## src/rtl/bin2bcd_seq.sv

```systemverilog
// bin2bcd_seq: sequential shift-and-add-3 binary-to-BCD converter, one bit per clock.
//   clk   - rising-edge clock
//   rst   - asynchronous active-low reset
//   start - conversion request, honoured only when idle
//   bin   - WIDTH-bit binary value captured when start is accepted
//   busy  - high while shifting
//   done  - one-cycle pulse when bcd carries a new result
//   bcd   - packed BCD result, digit 0 in bits [3:0]
module bin2bcd_seq #(
  parameter int WIDTH  = 8,
  parameter int DIGITS = 3
) (
  input  logic                  clk,
  input  logic                  rst,
  input  logic                  start,
  input  logic [WIDTH-1:0]      bin,
  output logic                  busy,
  output logic                  done,
  output logic [4*DIGITS-1:0]   bcd
);
  localparam int CW = $clog2(WIDTH + 1);
  typedef enum logic [1:0] {IDLE, SHIFT, DONE} state_t;
  state_t              state;
  logic [WIDTH-1:0]    sh;
  logic [4*DIGITS-1:0] scr, adj, nxt;
  logic [CW-1:0]       cnt;
  // Digits are corrected independently; no carry crosses a digit boundary.
  for (genvar d = 0; d < DIGITS; d++) begin : g_adj
    assign adj[4*d+:4] = scr[4*d+:4] >= 4'd5 ? scr[4*d+:4] + 4'd3 : scr[4*d+:4];
  end
  // Shift the corrected digits left, pulling in the binary MSB; the top bit drops out.
  assign nxt = {adj[4*DIGITS-2:0], sh[WIDTH-1]};
  always_ff @(posedge clk or negedge rst) begin
    if (!rst) begin
      state <= IDLE;
      sh    <= '0;
      scr   <= '0;
      cnt   <= '0;
      busy  <= 1'b0;
      done  <= 1'b0;
      bcd   <= '0;
    end else begin
      case (state)
        IDLE: if (start) begin
          sh    <= bin;
          scr   <= '0;
          cnt   <= '0;
          busy  <= 1'b1;
          state <= SHIFT;
        end
        SHIFT: begin
          scr <= nxt;
          sh  <= sh << 1;
          cnt <= cnt + 1'b1;
          if (cnt == CW'(WIDTH - 1)) begin
            bcd   <= nxt;
            busy  <= 1'b0;
            done  <= 1'b1;
            state <= DONE;
          end
        end
        default: begin
          done  <= 1'b0;
          state <= IDLE;
        end
      endcase
    end
  end
endmodule

```

## config.mk

```make
export PLATFORM = sky130hd
export DESIGN_NAME = bin2bcd_seq
export DESIGN_NICKNAME = d
export VERILOG_FILES = /design/src/rtl/bin2bcd_seq.sv
export SDC_FILE = /design/constraint.sdc
export NUM_CORES = 1
export LEC_CHECK = 0
export BUFFER_PORTS_ARGS = -buffer_cell sky130_fd_sc_hd__buf_4
export CORE_MARGIN = 3
export CORE_UTILIZATION = 55
export CTS_BUF_LIST = sky130_fd_sc_hd__clkbuf_4 sky130_fd_sc_hd__clkbuf_8
export CTS_CLUSTER_DIAMETER = 80
export DETAILED_ROUTE_END_ITERATION = 7
export PLACE_DENSITY = 0.77
export SETUP_SLACK_MARGIN = 0.4
export SYNTH_ARGS = -nofsm -noshare
export SYNTH_HDL_FRONTEND = slang
export SYNTH_SLANG_ARGS = --single-unit
```

## constraint.sdc

```tcl
create_clock -name clk -period 1.8 [get_ports clk]
set_input_delay 0.09 -clock clk [delete_from_list [all_inputs] [get_ports clk]]
set_output_delay 0.09 -clock clk [all_outputs]
set_load 0.01 [all_outputs]
```

# Word level (Yosys, flattened, before mapping)
# Index checks and enable logic that the tools add are counted.
[classes]
addsub = 4
n_lt_le_gt_ge = 3
eq_ne = 4
mux = 17
bitwise = 1
n_reduce_logical = 7
[op_table]
columns = ["op", "count"]
rows = [
  ["12-bit case mux with 2 select lines", 1],
  ["8-bit case mux with 2 select lines", 1],
  ["4-bit by 3-bit greater-or-equal comparator with 1-bit output, second input constant", 3],
  ["12-bit two-way mux", 1],
  ["4-bit two-way mux", 3],
  ["4-bit by 2-bit adder with 4-bit output, second input constant", 2],
  ["8-bit two-way mux", 1],
  ["4-bit case mux with 2 select lines", 1],
  ["2-bit AND reduction", 4],
  ["4-bit by 1-bit adder with 4-bit output, second input constant", 1],
  ["4-bit by 3-bit == test with 1-bit output, second input constant", 1],
  ["2-bit two-way mux", 2],
  ["2-bit != test, second input constant", 2],
  ["1-bit case mux with 2 select lines", 2],
  ["2-bit case mux with 2 select lines", 1],
  ["3-bit by 2-bit adder with 3-bit output, second input constant", 1],
  ["1-bit two-way mux", 3],
  ["3-bit two-way mux", 1],
  ["3-bit AND reduction", 1],
  ["2-bit by 1-bit == test with 1-bit output, second input constant", 1],
  ["2-bit zero test", 1],
  ["2-bit nonzero test", 1],
  ["1-bit NOT", 1],
]
[totals]
register_bits = 40
input_bits = 11
word_cells = 43

# Longest topological paths before layout
[depth]
depth_word = 3
mapped_depth = 6

# Worst setup path before layout
# No wires, ideal clock.
[synth_timing]
path_type = "register to register"
startpoint = "reg scr[0]"
endpoint = "reg bcd[2]"
setup_time_ns = 0.083
t_arrival_ns = 1.391
path_slack_ns = 0.327
path_stages_with_launch = 6
n_path_buf = 0
cell_sequence = "dfrtp_1 ha_1 nand2b_1 a21oi_2 mux2_2 o21ai_0"
[synth_between]
elab_chain_cells = 2
[synth_rtl]
columns = ["element", "line", "source"]
rows = [
  ["start: declaration", "25", "logic [4*DIGITS-1:0] scr, adj, nxt;"],
  ["start signal: assignment", "52", "scr <= nxt;"],
  ["4-bit by 2-bit adder with 4-bit output / 4-bit by 3-bit greater-or-equal comparator with 1-bit output (equally long branches)", "29", "assign adj[4*d+:4] = scr[4*d+:4] >= 4'd5 ? scr[4*d+:4] + 4'd3 : scr[4*d+:4];"],
  ["4-bit two-way mux (*)", "29", ""],
  ["end signal: assignment", "56", "bcd <= nxt;"],
  ["end: declaration", "19", "output logic [4*DIGITS-1:0] bcd"],
]
# Mark *: on every way between the ends. The rest lies on a longest branch, timed or not.
# A chain may end at the register's enable or synchronous reset.

# Worst setup path after layout
[layout_timing]
startpoint = "reg scr[5]"
endpoint = "reg bcd[6]"
# The elaborated chain is that of the path after synthesis.

==> out/qor.yml <==
r2r_slack_ns: 0.33
rr_endpoint: "bcd[6]$_DFFE_PN0P_"
die_area_um2: 4230
status: "completed"
grt_max_degree: 41
avgSynthCellArea_um2: 10.20
fmax_mhz: 682.5
worst_slack_ns: 0.3348
first_global_vias: 1457
synth_cell_types: 28
worstMarginPinSlew_ns: 0.4895
htreeDepth: 2
fin_skew_ns: 0.008344
clockRootBuffer: "clkbuf_4"
cap_viol_max_count: 0
rsz0062_at_grt: "true"
initial_core_util_pct: 60.31
drtIter0Drc: 72
cts_buffers: 5
cp.required_ns: 2.08
drc: 0
synth_warnings: 0
fin_crit_sh_pct: 81.40
dpl.hpwl_um: 2772
whs_endpoint: "sh[2]$_DFFE_PN0P_"
timing.hold.ws_ns: 0.04154
worstReg2RegStart: "scr[5]$_DFFE_PN0P_"
portBuffers: 24
final-instance-count-excl-fill: 268
finish.instance_area_um2: 2451
clock-sinks: 40
grt_util_all_layers_pct: 22.60
wl_um: 4231
viasPerCell: 5.675
ys_ff_latch: 40
finalPower_mw: 4.397
vdd_drop_max_uv: 936.8
grt_overflow: 0
path_class: "register to register"
placed_cells: 253
path_max_fanout: 3
min_from: "bin[2]"
antenna_cells: 0
num_vias: 1521
synth_cells: 188
end_kind: "register"
die_w_um: 65.04
startpoint_type: "register"
grt_pass1_wl_um: 7189
first_pass_iters: 4
multiInputGateArea_um2: 1001
place.gp.congestion: 0.8400
cts_buffer_depth: 2
synth_area_um2: 1917
power.density_nw_per_um2: 1794
post_drt_wl_per_cell_um: 15.79
finalHoldViolations: 0
seqCellArea_um2: 1003
finalSetupTns_ns: 0
hold-path-cell-count: 3
arrival_ns: 1.75
seq_area_frac_synth_pct: 52.22
layout_commonest_cell: "dfrtp_1"
n_fill_cell: 203
slew_violations: 0
clk_pin_slew_ns: 0.11
area_growth_pct: 27.87
coreArea_um2: 3178
ant_nets: 0
cts_tree: "yes"
post-route-util_pct: 77.13
rows: 20
synth_fp_nets: 206
reg2reg_depth: 6
final_cell_mix: "dfrtp_1, buf_4, o21ai_0"
antenna_found_initial: 0
drive_above_1_share_pct: 39.73
die_h_um: 65.04
boundaryPins: 25
dp_slack_ns: 0.2060
setup_viol: 0
finalNetCount: 242
p_leak_nw: 1.112
placed_area_um2: 2165
hold_path.class: "primary input to register"
timing.final.crit_period_ns: 1.465
relSlewSlack_pct: 67.37
clk_latency_ns: 0.35
## power by group
group	total, mW	internal, mW	switching, mW	leakage [nW]
registers	1.63	1.28	0.354	0.502
clock network	0.496	0.222	0.275	0.0374
logic	2.27	1.19	1.08	0.573
## how the worst max path moves through the flow
stage                          from                  end  slack (ns)  depth (start not counted)
2_1_floorplan    scr[4]$_DFFE_PN0P_   bcd[6]$_DFFE_PN0P_        0.38                          5
3_3_place_gp   state[1]$_DFFE_PN0P_    sh[1]$_DFFE_PN0P_        0.32                          4
3_5_place_dp     scr[5]$_DFFE_PN0P_   scr[6]$_DFFE_PN0P_        0.21                          6
4_1_cts          scr[4]$_DFFE_PN0P_   scr[6]$_DFFE_PN0P_        0.32                          5
5_1_grt          scr[9]$_DFFE_PN0P_  bcd[10]$_DFFE_PN0P_        0.28                          6
6_report         scr[5]$_DFFE_PN0P_   bcd[6]$_DFFE_PN0P_        0.33                          6
## layer usage
metal | track usage (%) | share of wire [%]
met1 | 28.25 | 43
met2 | 38.83 | 53
met3 | 5.199 | 3.6
met4 | 6.995 | 0.95
met5 | 0 | 0
## state kept, by name, summed over array words and instances, names as in the netlist
register	cells
state	2
sh	8
cnt	4
done	1
scr	12
busy	1
bcd	12
## timing repair
| action | in CTS | in global routing |
|---|---|---|
| pin swaps | 8 | 8 |
| buffers inserted | 5 | 2 |
| gates cloned | 0 | 0 |
| endpoints found under the setup margin | 26 | 29 |
| hold endpoints to repair | 40 | 0 |
| hold buffers | 1 | 0 |
| resized for setup | 28 | 14 |
## worst max-delay path, stage by stage, from the launching register on
cell      delay (ns)
dfrtp_1         0.38
inv_2           0.07
ha_2            0.18
nand2b_4        0.15
a21oi_4         0.17
mux2_4          0.33
o21ai_1         0.11
## final cells by class
class	instances	share of cell area [%]
clock buffers	7	2.654
multi-input cells	130	40.84
well taps	44	2.246
inverters	9	1.582
repair buffers	38	11.74
flip-flops and latches	40	40.94
## cell usage after synthesis
master	instances	area share, %
nand2b_1	4	1.3
and2_1	1	0.33
nor2b_1	9	2.9
mux2_2	5	2.9
or3b_2	3	1.4
nor3_1	4	1.0
nor2b_4	1	0.72
nand3_1	1	0.26
o21ai_0	31	8.1
mux2_4	1	0.78
inv_1	8	1.6
a22oi_1	6	2.3
nor3b_1	2	0.78
o21bai_2	1	0.59
ha_1	7	4.6
buf_6	1	0.59
buf_4	1	0.39
a21oi_1	11	2.9
xnor2_1	3	1.4
nand3_2	1	0.52
a31oi_1	5	1.6
buf_2	7	1.8
nand2_1	21	4.1
a21oi_2	3	1.4
nor2_1	5	0.98
a22o_1	5	2.3
inv_2	1	0.20
dfrtp_1	40	52
## logic make-up after synthesis
kind of cell,synth area share (%)
AOI/OAI and AO/OA,19.19
adders and majority gates,4.569
DFF,52.22
muxes,3.720
buffers and inverters,4.569
and+or+nand+nor,14.36
xor gates and xnor gates,1.371
Note: power is estimated with default switching activity, not from simulation.
